## src/rtl/ex_mem_reg_pkg.sv

```systemverilog
// ex_mem_reg_pkg: shared constants for the EX->MEM boundary register
package ex_mem_reg_pkg;
  localparam logic [0:0] EXC_IDLE = 1'b0;
  localparam logic [0:0] EXC_PEND = 1'b1;
  localparam logic [31:0] ZeroWord = 32'h0;
  localparam logic [4:0] NOPRegAddr = 5'h0;
endpackage

```

## src/rtl/ex_mem_reg_sat_counter.sv

```systemverilog
// ex_mem_reg_sat_counter: saturating event counter with synchronous clear
module ex_mem_reg_sat_counter #(
  parameter int W = 8
) (
  input  logic         clk,
  input  logic         rst,
  input  logic         inc,
  input  logic         clear,
  output logic [W-1:0] count
);
  logic [W-1:0] cnt_q, cnt_d;
  always_comb begin
    cnt_d = clear ? '0 : (inc && !(&cnt_q)) ? cnt_q + 1'b1 : cnt_q;
  end
  always_ff @(posedge clk or negedge rst) begin
    if (!rst) cnt_q <= '0;
    else cnt_q <= cnt_d;
  end
  assign count = cnt_q;
endmodule

```

## src/rtl/ex_mem_reg.sv

```systemverilog
// ex_mem_reg: EX->MEM pipeline register with overflow exception record and counter
module ex_mem_reg
  import ex_mem_reg_pkg::*;
#(
  parameter int DATA_W = 32,
  parameter int ADDR_W = 5,
  parameter int CNT_W  = 8
) (
  input  logic              clk,
  input  logic              rst,
  input  logic [ADDR_W-1:0] ex_wd_i,
  input  logic              ex_wreg_i,
  input  logic [DATA_W-1:0] ex_wdata_i,
  input  logic              ex_ov_i,
  input  logic [DATA_W-1:0] ex_pc_i,
  input  logic              stall_ex_i,
  input  logic              stall_mem_i,
  input  logic              flush_i,
  input  logic              exc_ack_i,
  output logic [ADDR_W-1:0] mem_wd_o,
  output logic              mem_wreg_o,
  output logic [DATA_W-1:0] mem_wdata_o,
  output logic              exc_valid_o,
  output logic [DATA_W-1:0] exc_epc_o,
  output logic [ADDR_W-1:0] exc_wd_o,
  output logic              exc_lost_o,
  output logic [CNT_W-1:0]  ov_count_o
);
  logic [ADDR_W-1:0] mem_wd_q, mem_wd_d, exc_wd_q, exc_wd_d;
  logic              mem_wreg_q, mem_wreg_d, exc_lost_q, exc_lost_d;
  logic [DATA_W-1:0] mem_wdata_q, mem_wdata_d, exc_epc_q, exc_epc_d;
  logic [0:0]        exc_state_q, exc_state_d;
  logic              cap, bubble, load;
  always_comb begin
    cap         = ex_ov_i & ~flush_i & ~stall_ex_i;
    bubble      = flush_i | (stall_ex_i & ~stall_mem_i);
    mem_wd_d    = bubble ? NOPRegAddr : stall_mem_i ? mem_wd_q : ex_wd_i;
    mem_wreg_d  = bubble ? 1'b0 : stall_mem_i ? mem_wreg_q : ex_wreg_i;
    mem_wdata_d = bubble ? ZeroWord : stall_mem_i ? mem_wdata_q : ex_wdata_i;
    exc_state_d = cap ? EXC_PEND : exc_ack_i ? EXC_IDLE : exc_state_q;
    // an ack frees the slot in the same cycle, so a simultaneous capture replaces the record
    load        = cap & ((exc_state_q == EXC_IDLE) | exc_ack_i);
    exc_epc_d   = load ? ex_pc_i : exc_epc_q;
    exc_wd_d    = load ? ex_wd_i : exc_wd_q;
    exc_lost_d  = exc_lost_q | (cap & (exc_state_q == EXC_PEND) & ~exc_ack_i);
  end
  always_ff @(posedge clk or negedge rst) begin
    if (!rst) begin
      mem_wd_q    <= '0;
      mem_wreg_q  <= 1'b0;
      mem_wdata_q <= '0;
      exc_state_q <= EXC_IDLE;
      exc_epc_q   <= '0;
      exc_wd_q    <= '0;
      exc_lost_q  <= 1'b0;
    end else begin
      mem_wd_q    <= mem_wd_d;
      mem_wreg_q  <= mem_wreg_d;
      mem_wdata_q <= mem_wdata_d;
      exc_state_q <= exc_state_d;
      exc_epc_q   <= exc_epc_d;
      exc_wd_q    <= exc_wd_d;
      exc_lost_q  <= exc_lost_d;
    end
  end
  ex_mem_reg_sat_counter #(.W(CNT_W)) u_ov_cnt (
    .clk  (clk),
    .rst  (rst),
    .inc  (cap),
    .clear(1'b0),
    .count(ov_count_o)
  );
  assign mem_wd_o    = mem_wd_q;
  assign mem_wreg_o  = mem_wreg_q;
  assign mem_wdata_o = mem_wdata_q;
  assign exc_valid_o = (exc_state_q == EXC_PEND);
  assign exc_epc_o   = exc_epc_q;
  assign exc_wd_o    = exc_wd_q;
  assign exc_lost_o  = exc_lost_q;
endmodule

```

## config.mk

```make
export PLATFORM = sky130hd
export DESIGN_NAME = ex_mem_reg
export DESIGN_NICKNAME = d
export VERILOG_FILES = /design/src/rtl/ex_mem_reg_pkg.sv /design/src/rtl/ex_mem_reg_sat_counter.sv /design/src/rtl/ex_mem_reg.sv
export SDC_FILE = /design/constraint.sdc
export NUM_CORES = 1
export LEC_CHECK = 0
export ABC_AREA = 1
export CORE_MARGIN = 2
export CORE_UTILIZATION = 41
export DETAILED_ROUTE_END_ITERATION = 7
export PLACE_DENSITY = 0.81
export SLEW_MARGIN = 20
export SYNTH_ARGS = -nofsm -noshare
export SYNTH_HDL_FRONTEND = slang
export SYNTH_SLANG_ARGS = --single-unit
```

## constraint.sdc

```tcl
create_clock -name clk -period 2 [get_ports clk]
set_input_delay 0.2 -clock clk [delete_from_list [all_inputs] [get_ports clk]]
set_output_delay 0.2 -clock clk [all_outputs]
set_load 0.01 [all_outputs]
```

==> impl_metrics.ini, run 1 <==
[logic_synthesis]
synth.distinct_cells = 20
syn_inst = 400
ys_seq_elements = 85
yosys.area.top_type = dfrtp_1
yosys.area.top_type_share = 0.587
seq_area_frac_synth = 0.587
syn_area_mm2 = 0.00362
syn-num-nets = 478
synth_area_per_cell_um2 = 9.06
synthTopCellsByArea = dfrtp_1 (59%), nand3_1 (15%), nand2_1 (15%)
ys_warn_count = 0

[run]
drv_cap = 0

[final_layout]
regArea_mm2 = 0.00213
drive_above_1_share = 0.0735
multi_input_area_mm2 = 0.00129
fillers = 738
stdcell_count = 666
n_antenna_cell = 0
area_growth_pct = 51.1
nets = 632

[timing]
skew_ns = 0.00997
setup_tns_ns = 0
worstMarginPinSlew_ns = 0.471
hold_viol = 0
relSlewSlack = 0.686
drv_slew = 0
setup_violations = 0
period_share = 0.799
clock.fmax_ghz = 0.626
grt_setup_unrepaired = no
fin_crit_ns = 1.60

[setup_path]
path_cells = clkdlybuf4s50_1
crit_path_start_kind = flop
path_max_fanout = 6
criticalPathCategory = reg2out
crit_path_max_incr_delay_ns = 0.59
required_ns = 1.80
arrival_ns = 1.40
cpMaxStageDelayCell = clkdlybuf4s50_1
cp_top_family = buffers and inverters
critPathBufInv = 1
cp-end-kind = primary output

[cts]
h-tree-depth = 3
cts_buffers = 9
cts_setup_buffers = 0
cts.path.max_buffers = 2
clkSinkCount = 85
tritoncts = built
clk_latency_ns = 0.34
cts_root_buf = clkbuf_8
path_clk_slew_ns = 0.09

[grt]
grt_usage = 0.207
antenna_found_initial = 0
grt_overflow = 0
grt_pass1_wl_um = 16200
grt_max_degree = 86
grt_pass1_vias = 3249

[power_and_ir_drop]
p_leak_nw = 2.63
p_int_mw = 2.99
netSwitchingFraction = 0.286
power_frac_seq = 0.494
combPwrFrac = 0.257
p_sw_mw = 1.20
p_total_mw = 4.19
ir_drop_uv = 498
power_density_mw_per_mm2 = 766
p_clk_frac = 0.249

[floorplanning]
die_area_mm2 = 0.00960
core_mm2 = 0.00864
start_util = 0.419
die_w_um = 98.0
rows = 34
ios = 162
die_y_um = 98.0

[routing]
vias = 3333
wl_per_cell_um = 14.8
firstDrtPassIters = 6
routed_wirelength_um = 9840
dr.first_iter.drc_count = 157
ant_nets = 0
drc = 0
via_per_inst = 5.00

[placement]
gp_congestion = 0.817
hpwl_um = 6750
place.port_buffers = 161
place_inst = 650

[worst_hold_path]
hold_class = in2async

[outcome]
run_status = finished, final reports clean
power by group through the flow:
stage,Combinational [mW],Clock [mW],Sequential (mW)
after global placement,1.05,0,2.09
after detailed placement,1.08,0,2.10
after global routing,1.17,1.16,2.10
after floorplan,0.302,0,2.18
final,1.08,1.04,2.07
after CTS,1.09,1.09,2.07
placed cells by master (no fill, tap or decap), types with 2 or more instances in the layout:
master	n
nand2_1	141
clkbuf_8	10
o21ai_0	2
dfrtp_1	85
nand3_2	10
inv_2	3
clkinv_2	4
inv_1	7
buf_4	6
clkdlybuf4s50_1	160
nand3_1	106
xor2_1	2
buf_12	3
nand2_2	3
nor2_1	9
metal layers:
layer | GRT usage | wire, um
met5 | 0 | 0
met3 | 0.0358 | 491
met2 | 0.338 | 4890
met1 | 0.276 | 4170
met4 | 0.0833 | 288
cell type report:
type,instances,share of cell area
sequential,85,0.389
multi-input combinational,278,0.236
tap,108,0.0247
inverter,10,0.00686
timing repair buffer,170,0.314
clock buffer,10,0.0252
clock inverter,5,0.00503
cell families (layout without fill, tap and decap cells):
logic type / count (synthesis) / in the layout / synth area share
compound gates: 5 / 5 / 0.00864
xor+xnor: 3 / 3 / 0.00726
fa+ha+maj: 1 / 1 / 0.00345
buf+inv: 37 / 195 / 0.0587
flops: 85 / 85 / 0.587
simple gates: 269 / 269 / 0.335
state kept, by name (all words and copies together) (netlist names):
register	cells
exc_epc_o	32
u_ov_cnt.count	8
exc_wd_o	5
exc_valid_o	1
mem_wreg_o	1
exc_lost_o	1
mem_wdata_o	32
mem_wd_o	5
worst paths after layout:
| path | start | endpoint | slack, ns | cells past startpoint |
|---|---|---|---|---|
| max | u_ov_cnt.count[2] | ov_count_o[2] | 0.40 | 1 |
| min | rst | exc_epc_o[23] | 0.40 | 3 |
| max reg2reg | u_ov_cnt.count[0] | u_ov_cnt.count[4] | 0.58 | 8 |
| min reg2reg | exc_epc_o[10] | exc_epc_o[10] | 0.48 | 2 |
| max in group asynchronous | rst | exc_epc_o[31] | 1.19 | 3 |
| min in group clk | ex_pc_i[30] | exc_epc_o[30] | 0.41 | 3 |
Yosys cell counts:
cell type,instances
xnor2_1,1
nand2_1,141
inv_2,3
buf_6,7
nand3_1,106
dfrtp_1,85
a21oi_2,1
xor2_1,2
buf_2,14
nand2_2,3
clkbuf_1,1
nand3_2,10
o21bai_1,1
inv_1,7
nor2_1,9
buf_1,4
o21ai_0,2
buf_4,1
ha_1,1
o21ai_1,1
per-stage QoR:
step	worst slack, ns	util	hold WS [ns]	cell area [um2]
after detailed placement	0.187	0.613	0.270	5300
after global routing	0.354	0.634	0.395	5470
final	0.402	0.634	0.405	5470
after CTS	0.386	0.634	0.395	5470
after global placement	0.250	0.613	0.268	5300
after floorplan	0.717	-	-0.0956	3620
worst reg2reg max path, delay by kind of cell, from the launching register on:
kind / cells / cell delay, ns
DFF: 1 / 0.46
and+or+nand+nor: 6 / 0.53
adders and majority gates: 1 / 0.23
buffers and inverters: 1 / 0.09
repair_timing:
item                                   in CTS  in global routing
endpoints found under the hold margin      85                  0
gates resized for setup                     0                  0
hold buffers                                1                  0
No activity file was read; power rests on OpenSTA's default activity.
==> run 2, diff against run 1 <==
--- a/config.mk
+++ b/config.mk
@@ -7,9 +7,9 @@
 export LEC_CHECK = 0
 export ABC_AREA = 1
 export CORE_MARGIN = 2
-export CORE_UTILIZATION = 41
+export CORE_UTILIZATION = 38
 export DETAILED_ROUTE_END_ITERATION = 7
-export PLACE_DENSITY = 0.81
+export PLACE_DENSITY = 0.79
 export SLEW_MARGIN = 20
 export SYNTH_ARGS = -nofsm -noshare
 export SYNTH_HDL_FRONTEND = slang
==> constraint.sdc (replaced) <==
create_clock -name clk -period 1.45 [get_ports clk]
set_input_delay 0.145 -clock clk [delete_from_list [all_inputs] [get_ports clk]]
set_output_delay 0.145 -clock clk [all_outputs]
set_load 0.01 [all_outputs]
==> run 2 against run 1 <==
Compared with the run above: count of clock-buffer cells in the layout grew 1; clock skew grew 0.00085 ns; register-to-register slack lost 0.38 ns; via count grew 1.7%; sequential power grew 37%; worst hold slack lost 0.15 ns; core utilization shrank 1.8 points; design area grew 3.9%; critical path type unchanged; critical endpoint is now exc_epc_o[23]; largest power group unchanged.
==> impl_metrics.ini, run 2 (synthesis gave the netlist of run 1 again) <==
[outcome]
run_status = finished, final reports clean

[routing]
via_per_inst = 4.83
dr.first_iter.drc_count = 147
firstDrtPassIters = 5
routed_wirelength_um = 10100
drc = 0
vias = 3388
wl_per_cell_um = 14.5
ant_nets = 0

[setup_path]
criticalPathCategory = reg2out
cp.depth = 1
cpMaxStageDelayCell = clkdlybuf4s50_1
r2r_cells = 8
path_cells = clkdlybuf4s50_1
crit_path_max_incr_delay_ns = 0.57
cp-end-kind = primary output
required_ns = 1.31
path_max_fanout = 2
critPathBufInv = 1
arrival_ns = 1.27
cp_top_family = buffers and inverters
crit_path_start_kind = flop

[final_layout]
final_area_mm2 = 0.00569
final_cell_mix = nand2_1 (141), clkdlybuf4s50_1 (137), nand3_1 (106)
nets = 646
drive_above_1_share = 0.0944
finalCoreUtilization = 0.615
final_common_cell = nand2_1
area_growth_pct = 57.0
n_antenna_cell = 0
fillers = 769

[timing]
setup_tns_ns = 0
period_share = 0.977
grt_setup_unrepaired = no
setup_violations = 0
worstMarginPinSlew_ns = 0.421
fin_crit_ns = 1.42
skew_ns = 0.0108
relSlewSlack = 0.719
drv_slew = 0
fin_ws_ns = 0.0332
clock.fmax_ghz = 0.706
hold_viol = 0

[cts]
tritoncts = built
path_clk_slew_ns = 0.08
h-tree-depth = 3
cts.path.max_buffers = 2
cts_root_buf = clkbuf_8
clkSinkCount = 85
cts_buffers = 9
clk_latency_ns = 0.35

[grt]
antenna_found_initial = 0
grt_overflow = 0
grt_pass1_wl_um = 16100
grt_max_degree = 39
grt_pass1_vias = 3346
grt_usage = 0.198

[floorplanning]
die_area_mm2 = 0.0103
die_w_um = 102
rows = 35
core_mm2 = 0.00924
die_y_um = 102
ios = 162
start_util = 0.392

[worst_hold_path]
hold_class = in2async

[power_and_ir_drop]
combPwrFrac = 0.256
p_sw_mw = 1.66
p_int_mw = 4.27
power_frac_seq = 0.477
p_leak_nw = 2.97
ir_drop_uv = 584
p_clk_frac = 0.267
power_density_mw_per_mm2 = 1040
p_total_mw = 5.94
netSwitchingFraction = 0.280

[placement]
gp_congestion = 0.822
place_area_mm2 = 0.00544
hpwl_um = 7320
place.port_buffers = 161
pre_cts_slack_ns = -0.0379

[run]
drv_cap = 0
## run 2: what timing repair did
action | in CTS | in global routing
setup endpoints to repair | 8 | 18
resized for setup | 7 | 18
endpoints found under the hold margin | 20 | 0
hold buffers | 1 | 0
buffers inserted | 2 | 0
## run 2: per-stage QoR
step	hold slack, ns	cells
finish	0.255	701
CTS	0.260	701
floorplan	-0.151	400
global route	0.266	701
detailed placement	0.0807	683
global placement	0.0681	683
## run 2: metal layers
metal  track usage  vias up  share of wire
met5             0        -              0
li1              -     1635              -
met4        0.0821        0          0.025
met3        0.0297       19          0.045
met2         0.339      109           0.52
met1         0.250     1625           0.41
## run 2: layout make-up
class                           count  area, um2  share of cell area
Clock inverter                      4       50.0             0.00880
Tap cell                          129        161              0.0284
Sequential cell                    85       2130               0.374
Clock buffer                       11        131              0.0231
Inverter                           10       37.5             0.00660
Timing Repair Buffer              184       1880               0.331
Multi-Input combinational cell    278       1290               0.228
## run 2: worst paths after layout
path	startpoint	endpoint	slack [ns]
worst max register to register	u_ov_cnt.count[0]	u_ov_cnt.count[4]	0.20
worst min register to register	exc_epc_o[14]	exc_epc_o[14]	0.48
min in group clk	ex_pc_i[26]	exc_epc_o[26]	0.34
worst max-delay path	exc_epc_o[23]	exc_epc_o[23]	0.03
worst min-delay path	rst	exc_epc_o[16]	0.25
max in group asynchronous	rst	exc_epc_o[23]	0.62
## run 2: power groups by stage
stage / Combinational (mW) / Sequential (mW) / Clock (mW)
2_1_floorplan: 0.417 / 3.01 / 0
3_3_place_gp: 1.54 / 2.87 / 0
3_5_place_dp: 1.58 / 2.87 / 0
4_1_cts: 1.55 / 2.83 / 1.64
5_1_grt: 1.67 / 2.87 / 1.73
6_report: 1.52 / 2.83 / 1.59
## run 2: worst reg2reg max path: cells and delay by family, from the launching register on
kind	cells	cell delay, ns
simple gates	6	0.47
flops	1	0.39
fa+ha+maj	1	0.23
buf+inv	1	0.11
==> run 3, diff against run 2 <==
==> constraint.sdc (replaced) <==
create_clock -name clk -period 1.45 [get_ports clk]
set_input_delay 0.145 -clock clk [delete_from_list [all_inputs] [get_ports clk]]
set_output_delay 0.145 -clock clk [all_outputs]
set_load 0.02 [all_outputs]
==> run 3 against run 2 <==
Compared with the run above: flip-flop and latch count unchanged; core utilization decreased by 1.7 points; cell count decreased by 0.29%; global-route usage decreased by 0.19 points; register-to-register slack got worse by 0.04 ns; die area unchanged; design area decreased by 2.8%; via count decreased by 1.4%.
==> impl_metrics.ini, run 3 (synthesis gave the netlist of run 1 again) <==
[timing]
drv_slew = 0
fin_crit_ns = 1.33
skew_ns = 0.00795
setup_tns_ns = 0
setup_violations = 0
relSlewSlack = 0.727
grt_setup_unrepaired = no
worstMarginPinSlew_ns = 0.410
hold_viol = 0
period_share = 0.919
clock.fmax_ghz = 0.750

[power_and_ir_drop]
ir_drop_uv = 549
power_density_mw_per_mm2 = 1080
p_total_mw = 5.98
p_leak_nw = 2.99

[routing]
wl_per_cell_um = 14.2
firstDrtPassIters = 4
via_per_inst = 4.78
drc = 0
routed_wirelength_um = 9960
ant_nets = 0
vias = 3340
dr.first_iter.drc_count = 134

[grt]
use_met3 = 0.0276
grtUsageMet1 = 0.254
grt_usage = 0.196
grt_pass1_vias = 3316
antenna_found_initial = 0
global_route.peak_usage_layer = met2
grt_max_degree = 39
met2_usage = 0.332
grt_overflow = 0
grt_pass1_wl_um = 16100

[floorplanning]
core_mm2 = 0.00924
die_w_um = 102
rows = 35
start_util = 0.392
die_area_mm2 = 0.0103
die_y_um = 102
ios = 162

[final_layout]
final_common_cell = nand2_1
nets = 644
fillers = 813
final_cell_mix = nand2_1 (141), nand3_1 (106), dfrtp_1 (85)
area_growth_pct = 52.6
drive_above_1_share = 0.0895
final_area_mm2 = 0.00553
n_antenna_cell = 0

[cts]
tritoncts = built
clk_latency_ns = 0.34
cts.path.max_buffers = 2
cts_root_buf = clkbuf_8
path_clk_slew_ns = 0.09
cts_buffers = 9
h-tree-depth = 3
clkSinkCount = 85

[placement]
place_area_mm2 = 0.00543
place.port_buffers = 161
hpwl_um = 7150
gp_congestion = 0.825

[setup_path]
cp-end-kind = primary output
critPathBufInv = 2
cp_top_family = buffers and inverters
cpMaxStageDelayCell = dfrtp_1
arrival_ns = 1.19
criticalPathCategory = reg2out
path_cells = buf_4 -> dlygate4sd2_1
crit_path_start_kind = flop
required_ns = 1.31
path_max_fanout = 4
crit_path_max_incr_delay_ns = 0.39

[run]
drv_cap = 0

[worst_hold_path]
hold_class = in2async

[outcome]
run_status = finished, final reports clean
run 3: cell type report:
| type | instances | area [um2] | area share |
|---|---|---|---|
| clock buffers | 11 | 131 | 0.0238 |
| clock inverters | 4 | 50.0 | 0.00906 |
| inverters | 10 | 37.5 | 0.00679 |
| multi-input cells | 278 | 1290 | 0.233 |
| flip-flops and latches | 85 | 2130 | 0.385 |
| well taps | 129 | 161 | 0.0292 |
| repair buffers | 182 | 1730 | 0.313 |
run 3: worst reg2reg max path: stages (launching register included):
cell,delay (ns)
dfrtp_1,0.38
ha_1,0.19
nand2_1,0.09
nor2_1,0.10
nand2_1,0.07
nand2_2,0.15
inv_2,0.09
nand2_1,0.07
nand2_1,0.05
run 3: per-layer routing:
metal  share of wire  vias up
li1                -     1632
met1            0.42     1596
met2            0.51       98
met3           0.044       14
met4           0.020        0
met5               0        -
run 3: path summary, 6_finish.rpt:
| check | startpoint | to | slack [ns] | cells past startpoint |
|---|---|---|---|---|
| max | u_ov_cnt.count[1] | ov_count_o[1] | 0.12 | 2 |
| min | rst | exc_epc_o[16] | 0.25 | 2 |
| max reg2reg | u_ov_cnt.count[0] | u_ov_cnt.count[5] | 0.16 | 8 |
| min reg2reg | exc_epc_o[14] | exc_epc_o[14] | 0.47 | 2 |
| max in group asynchronous | rst | exc_epc_o[4] | 0.63 | 3 |
| min in group clk | ex_wdata_i[31] | mem_wdata_o[31] | 0.35 | 3 |
run 3: what timing repair did:
item	4_1_cts	5_1_grt
buffers inserted	0	1
endpoints found under the setup margin	84	6
hold buffers	1	0
resized for setup	84	1
hold endpoints to repair	20	0
pin swaps	0	0
run 3: where the power goes:
part / internal, mW / switching, mW / total (mW)
clock: 0.786 / 0.797 / 1.58
sequential: 2.65 / 0.172 / 2.82
combinational: 0.678 / 0.899 / 1.58
run 3: stage by stage:
stage | utilization | setup slack [ns] | cells | hold WS, ns
floorplan | - | 0.0824 | 400 | -0.151
global placement | 0.588 | -0.00733 | 682 | 0.0685
detailed placement | 0.588 | -0.0297 | 682 | 0.0746
CTS | 0.597 | 0.000317 | 698 | 0.252
global route | 0.598 | 0.0292 | 699 | 0.265
finish | 0.598 | 0.117 | 699 | 0.248
